## src/rtl/scroll_pkg.sv

```systemverilog
// Shared mode encodings, FSM states and panel geometry for scroll_ctrl.
package scroll_pkg;

    localparam logic [1:0] MODE_HOLD    = 2'b00;
    localparam logic [1:0] MODE_DIR_ESQ = 2'b01;
    localparam logic [1:0] MODE_ESQ_DIR = 2'b10;
    localparam logic [1:0] MODE_PARA    = 2'b11;

    localparam int COLS = 7;

    typedef enum logic [2:0] {
        INIT,
        PARADO,
        DIR_ESQ,
        ESQ_DIR,
        LOAD
    } state_t;

endpackage

```

## src/rtl/btn_debounce.sv

```systemverilog
// Button conditioner: 2-FF synchroniser, stable-sample counter and
// a one-cycle pulse when the debounced level rises.
module btn_debounce #(
    parameter int DEB_CYCLES = 50000
) (
    input  logic clk,
    input  logic rst,
    input  logic btn,
    output logic press
);

    localparam int CW = $clog2(DEB_CYCLES) + 1;

    logic [1:0]    sync;
    logic [CW-1:0] cnt;
    logic          level;

    always_ff @(posedge clk or posedge rst) begin
        if (rst) begin
            sync  <= 2'b00;
            cnt   <= '0;
            level <= 1'b0;
            press <= 1'b0;
        end else begin
            sync  <= {sync[0], btn};
            press <= 1'b0;
            // Any sample matching the current level restarts the count.
            if (sync[1] == level) begin
                cnt <= '0;
            end else if (cnt == CW'(DEB_CYCLES - 1)) begin
                cnt   <= '0;
                level <= sync[1];
                press <= sync[1];
            end else begin
                cnt <= cnt + 1'b1;
            end
        end
    end

endmodule

```

## src/rtl/scroll_ctrl.sv

```systemverilog
// Button-driven shift/load command generator for the rotating panel.
// Define SCROLL_CTRL_AUTO_REVERSE_EN for automatic bounce scrolling.
module scroll_ctrl
    import scroll_pkg::*;
#(
    parameter int DEB_CYCLES = 50000,
    parameter int STEP_DIV   = 12500000,
    parameter int REG_LEN    = 16
) (
    input  logic                       CLK,
    input  logic                       RST,
    input  logic                       btn_para,
    input  logic                       btn_dir_esq,
    input  logic                       btn_esq_dir,
    output logic                       ch0,
    output logic                       ch1,
    output logic                       blank,
    output logic [$clog2(REG_LEN)-1:0] pos,
    output logic                       step
);

    localparam int PW = $clog2(REG_LEN);
    localparam int SW = $clog2(STEP_DIV);

    state_t        state, state_n;
    logic [SW-1:0] presc, presc_n;
    logic [PW-1:0] pos_n;
    logic [1:0]    cmd;
    logic          p_para, p_de, p_ed;
    logic          wrap, flip, keep_de, keep_ed;

    btn_debounce #(.DEB_CYCLES(DEB_CYCLES)) u_para (
        .clk(CLK), .rst(RST), .btn(btn_para), .press(p_para)
    );
    btn_debounce #(.DEB_CYCLES(DEB_CYCLES)) u_de (
        .clk(CLK), .rst(RST), .btn(btn_dir_esq), .press(p_de)
    );
    btn_debounce #(.DEB_CYCLES(DEB_CYCLES)) u_ed (
        .clk(CLK), .rst(RST), .btn(btn_esq_dir), .press(p_ed)
    );

    assign wrap    = (presc == SW'(STEP_DIV - 1));
    // Stay in the current direction unless a higher-priority press wins.
    assign keep_de = !p_para && !(p_ed && !p_de);
    assign keep_ed = !p_para && !p_de;

`ifdef SCROLL_CTRL_AUTO_REVERSE_EN
    localparam int BW = $clog2(REG_LEN - COLS) + 1;
    logic [BW-1:0] bcnt, bcnt_n;
    assign flip = wrap && (bcnt == BW'(REG_LEN - COLS - 1));
`else
    assign flip = 1'b0;
`endif

    always_ff @(posedge CLK or posedge RST) begin
        if (RST) begin
            state <= INIT;
            presc <= '0;
            pos   <= '0;
            ch0   <= 1'b0;
            ch1   <= 1'b0;
            step  <= 1'b0;
            blank <= 1'b1;
`ifdef SCROLL_CTRL_AUTO_REVERSE_EN
            bcnt  <= '0;
`endif
        end else begin
            state      <= state_n;
            presc      <= presc_n;
            pos        <= pos_n;
            {ch1, ch0} <= cmd;
            step       <= (cmd != MODE_HOLD);
            blank      <= !(state_n == DIR_ESQ || state_n == ESQ_DIR);
`ifdef SCROLL_CTRL_AUTO_REVERSE_EN
            bcnt       <= bcnt_n;
`endif
        end
    end

    always_comb begin
        state_n = state;
        unique case (state)
            INIT:    state_n = PARADO;
            PARADO: begin
                if (p_para)     state_n = LOAD;
                else if (p_de)  state_n = DIR_ESQ;
                else if (p_ed)  state_n = ESQ_DIR;
            end
            DIR_ESQ: begin
                if (p_para)                    state_n = LOAD;
                else if ((p_ed && !p_de) || flip) state_n = ESQ_DIR;
            end
            ESQ_DIR: begin
                if (p_para)             state_n = LOAD;
                else if (p_de || flip)  state_n = DIR_ESQ;
            end
            LOAD:    state_n = PARADO;
            default: state_n = INIT;
        endcase
    end

    always_comb begin
        cmd     = MODE_HOLD;
        presc_n = '0;
        pos_n   = pos;
`ifdef SCROLL_CTRL_AUTO_REVERSE_EN
        bcnt_n  = '0;
`endif
        unique case (state)
            INIT, LOAD: begin
                cmd   = MODE_PARA;
                pos_n = '0;
            end
            DIR_ESQ: begin
                if (keep_de) begin
                    presc_n = wrap ? '0 : presc + 1'b1;
`ifdef SCROLL_CTRL_AUTO_REVERSE_EN
                    bcnt_n  = bcnt;
`endif
                    if (wrap) begin
                        cmd   = MODE_DIR_ESQ;
                        pos_n = (pos == PW'(REG_LEN - 1)) ? '0 : pos + 1'b1;
`ifdef SCROLL_CTRL_AUTO_REVERSE_EN
                        bcnt_n = flip ? '0 : bcnt + 1'b1;
`endif
                    end
                end
            end
            ESQ_DIR: begin
                if (keep_ed) begin
                    presc_n = wrap ? '0 : presc + 1'b1;
`ifdef SCROLL_CTRL_AUTO_REVERSE_EN
                    bcnt_n  = bcnt;
`endif
                    if (wrap) begin
                        cmd   = MODE_ESQ_DIR;
                        pos_n = (pos == '0) ? PW'(REG_LEN - 1) : pos - 1'b1;
`ifdef SCROLL_CTRL_AUTO_REVERSE_EN
                        bcnt_n = flip ? '0 : bcnt + 1'b1;
`endif
                    end
                end
            end
            default: ;
        endcase
    end

endmodule

```

## config.mk

```make
export PLATFORM = sky130hd
export DESIGN_NAME = scroll_ctrl
export DESIGN_NICKNAME = d
export VERILOG_FILES = /design/src/rtl/scroll_pkg.sv /design/src/rtl/btn_debounce.sv /design/src/rtl/scroll_ctrl.sv
export SDC_FILE = /design/constraint.sdc
export NUM_CORES = 1
export LEC_CHECK = 0
export CAP_MARGIN = 20
export CORE_MARGIN = 2
export CORE_UTILIZATION = 35
export DETAILED_ROUTE_END_ITERATION = 10
export REMOVE_ABC_BUFFERS = 1
export SETUP_SLACK_MARGIN = 0.05
export SYNTH_ARGS = -nofsm -noshare
export SYNTH_HDL_FRONTEND = slang
export SYNTH_SLANG_ARGS = --single-unit
```

## constraint.sdc

```tcl
create_clock -name CLK -period 7.7 [get_ports CLK]
set_input_delay 1.54 -clock CLK [delete_from_list [all_inputs] [get_ports CLK]]
set_output_delay 1.54 -clock CLK [all_outputs]
set_load 0.02 [all_outputs]
```

==> impl_metrics.yaml <==
setup_path:
  worstPathArrival_ns: 1.48
  rr_startpoint: "presc[0]"
  cp_top_family: "buffers and inverters"
  crit_path_max_incr_delay_ns: 0.65
  slowest_stage: "clkdlybuf4s50_1"
  worstReg2RegEnd: "presc[20]"
  critPathLaunchType: "flip-flop"
  critical_path.cell_chain: "clkdlybuf4s50_1"
  r2r_cells: 6
  critPathKind: "reg2out"
  crit_buf_inv: 1
  crit_required_ns: 6.16
  critPathMaxFanout: 9
  r2r_slack_ns: 5.49
  crit_path_end_kind: "output port"
synth:
  synth-xor-area-share_pct: 13.7
  yosys_warnings: 0
  synth.yosys.seq_area_share_pct: 53.9
  synth_adder_area_share_pct: 1.65
  synth_edf_count: 0
  synth_cells: 451
  postSynthAreaPerCell_um2: 10.1
  synth-simple-area-share_pct: 25.1
  synth_seq_cells: 98
  async_reset_ff_share_pct: 100
  synth.cell_area_um2: 4560
  synth_mux_area_share_pct: 0.742
  netlist-cell-type-count: 42
  yosys_most_used_dff: "dfrtp_1"
  synth_compound_area_share_pct: 3.21
  synth_top_family_by_area: "simple AND/OR/NAND/NOR gates"
pwr:
  p_sw_uw: 211
  power.total_uw: 966
  peakVddDrop_mv: 0.107
  p_clk_share_pct: 43.3
  p_seq_share_pct: 54.3
  leakagePower_uw: 0.00215
  internal_power_uw: 755
  p_per_area_nw_per_um2: 188
  p_comb_share_pct: 2.4
  p_sw_share_pct: 21.8
clock_tree:
  worst_setup_hold_path_clk_slew_ns: 0.07
  postCtsSetupRepairBufs: 0
  post_cts_resized: 0
  cts.htree.levels: 3
  cts_hold_buf: 0
  cts-root-buf: "clkbuf_16"
  cts_tree: "yes"
  cts_buffer_depth: 2
  cts_buffers: 9
  clk_latency_ns: 0.34
  cts_sinks: 98
drt:
  vias: 3106
  drc: 0
  vias_per_cell: 4.84
  first_pass_iters: 6
  drt-initial-drc-count: 176
  wl_mm: 7.81
  routedWlPerCell_um: 12.2
  ant_nets: 0
placed_design:
  place_congestion: 0.807
  dp_cells: 626
  pre_cts_slack_ns: 4.53
  place_hpwl_mm: 5.30
  portBuffers: 12
finish:
  fillers: 1251
  final_core_util_pct: 40.6
  drive_gt1_share_pct: 6.17
  synthToLayoutAreaGrowth_pct: 13.0
  nets: 476
  multi_input_area_um2: 2020
  ff_latch_area_um2: 2450
  fin_cells: 642
  antenna_cells: 0
global_routing:
  grt_use_total_pct: 12.3
  grt_pass1_wl_mm: 14.2
  antenna_found_initial: 0
  grt_max_degree: 76
  grt_overflow: 0
  grt_pass1_vias: 3141
sta:
  setup_viol: 0
  postLayoutSetupSlackWorst_ns: 4.68
  skew_ns: 0.00833
  setup-tns-final_ns: 0
  min_period_ns: 3.02
  rsz0062_at_grt: "false"
  slew_headroom_pct: 39.9
  max_freq_mhz: 331
  hold_violations: 0
  period_share_pct: 39.2
  tightest_slew_ns: 0.901
  drv_slew: 0
min_path:
  worstHoldPathCells: 0
  min_to: "u_para.sync[1]"
  min-delay-start: "u_para.sync[0]"
  min_path_type: "reg2reg"
floorplanning:
  core_region_area_um2: 12700
  die_x_um: 118
  initial_core_util_pct: 36.0
  ioPinCount: 13
  die-area_um2: 13900
  rows: 41
  die_height_um: 118
run:
  drv_cap: 0
run_status:
  outcome: "complete, no violations"
## synthesized netlist by cell type, types with 2 or more instances
library cell | number | share of area (%)
inv_1 | 12 | 0.99
nand2_1 | 33 | 2.7
clkbuf_1 | 10 | 0.82
o21ai_0 | 5 | 0.55
a21oi_1 | 3 | 0.33
xnor2_1 | 35 | 6.7
and4_1 | 2 | 0.38
nor4b_1 | 4 | 0.77
and3_1 | 13 | 1.8
mux2_2 | 3 | 0.74
nor3_1 | 12 | 1.3
nor2_1 | 94 | 7.7
or2_2 | 2 | 0.27
xor2_1 | 36 | 6.9
or3_1 | 2 | 0.27
or4_1 | 2 | 0.33
dfrtp_1 | 97 | 53
a31oi_1 | 2 | 0.27
nor3b_1 | 3 | 0.49
ha_1 | 6 | 1.6
nand3_1 | 30 | 3.3
nand4_1 | 18 | 2.5
o2bb2ai_1 | 2 | 0.38
o31ai_1 | 2 | 0.33
nor4_1 | 6 | 0.82
## stage by stage
stage / cell area (µm²) / hold slack, ns
6_report: 5150 / 0.348
5_1_grt: 5150 / 0.373
3_3_place_gp: 4860 / 0.333
2_1_floorplan: 4520 / 0.331
3_5_place_dp: 4860 / 0.335
4_1_cts: 5150 / 0.350
## kinds of logic after synthesis
| logic type | count (synthesis) |
|---|---|
| AOI/OAI and AO/OA | 19 |
| xor gates and xnor gates | 71 |
| adders and majority gates | 6 |
| buffers and inverters | 22 |
| DFF | 98 |
| muxes | 3 |
| and+or+nand+nor | 232 |
## how the worst max path moves through the flow
stage / startpoint / endpoint / cells after the start / slack [ns]
final: pos[2] / pos[2] / 1 / 4.68
after CTS: pos[2] / pos[2] / 1 / 4.67
after global placement: RST / u_para.cnt[11] / 3 / 4.52
after detailed placement: RST / u_para.cnt[10] / 3 / 4.53
after floorplan: RST / ch0 / 1 / 3.60
after global routing: pos[2] / pos[2] / 1 / 4.61
## routing by layer
metal / routed length (µm) / vias up / track usage (%)
li1: - / 1557 / -
met1: 3810 / 1522 / 15.9
met2: 3780 / 16 / 20.1
met3: 99 / 11 / 1.89
met4: 123 / 0 / 5.65
met5: 0 / - / 0
## layout make-up
class | count | area share [%]
clock buffer | 11 | 4.72
multi-input combinational | 331 | 39.2
clock inverter | 5 | 0.778
inverter | 12 | 0.924
timing repair buffer | 13 | 2.48
tap | 172 | 4.18
sequential | 98 | 47.7
## cell usage in the layout, fill, tap and decap left out, types with 3 or more instances in the layout
| cell type | instances |
|---|---|
| nor3_1 | 12 |
| nand4_1 | 18 |
| nand3_1 | 30 |
| nor2_1 | 94 |
| dfrtp_1 | 97 |
| clkbuf_16 | 9 |
| xor2_1 | 36 |
| inv_1 | 11 |
| nand2_1 | 33 |
| xnor2_1 | 35 |
| nor3b_1 | 3 |
| a21oi_1 | 3 |
| nor4_1 | 6 |
| mux2_2 | 3 |
| and3_1 | 13 |
| o21ai_0 | 5 |
| ha_1 | 6 |
| nor4b_1 | 4 |
| clkdlybuf4s50_1 | 12 |
| clkinvlp_4 | 3 |
## sequential cells by signal, indices dropped and copies added (netlist names)
register      flops
blank             1
ch0               1
ch1               1
pos               4
presc            24
state             3
step              1
u_de.cnt         17
u_de.level        1
u_de.press        1
u_de.sync         2
u_ed.cnt         17
u_ed.level        1
u_ed.press        1
u_ed.sync         2
u_para.cnt       17
u_para.level      1
u_para.press      1
u_para.sync       2
## power groups by stage
stage,Clock [µW],Combinational (µW),Sequential [µW]
2_1_floorplan,0,16.2,533
3_3_place_gp,0,24.0,534
3_5_place_dp,0,24.1,534
4_1_cts,435,24.2,524
5_1_grt,454,27.3,525
6_report,419,22.9,524
No activity file was read; power rests on OpenSTA's default activity.
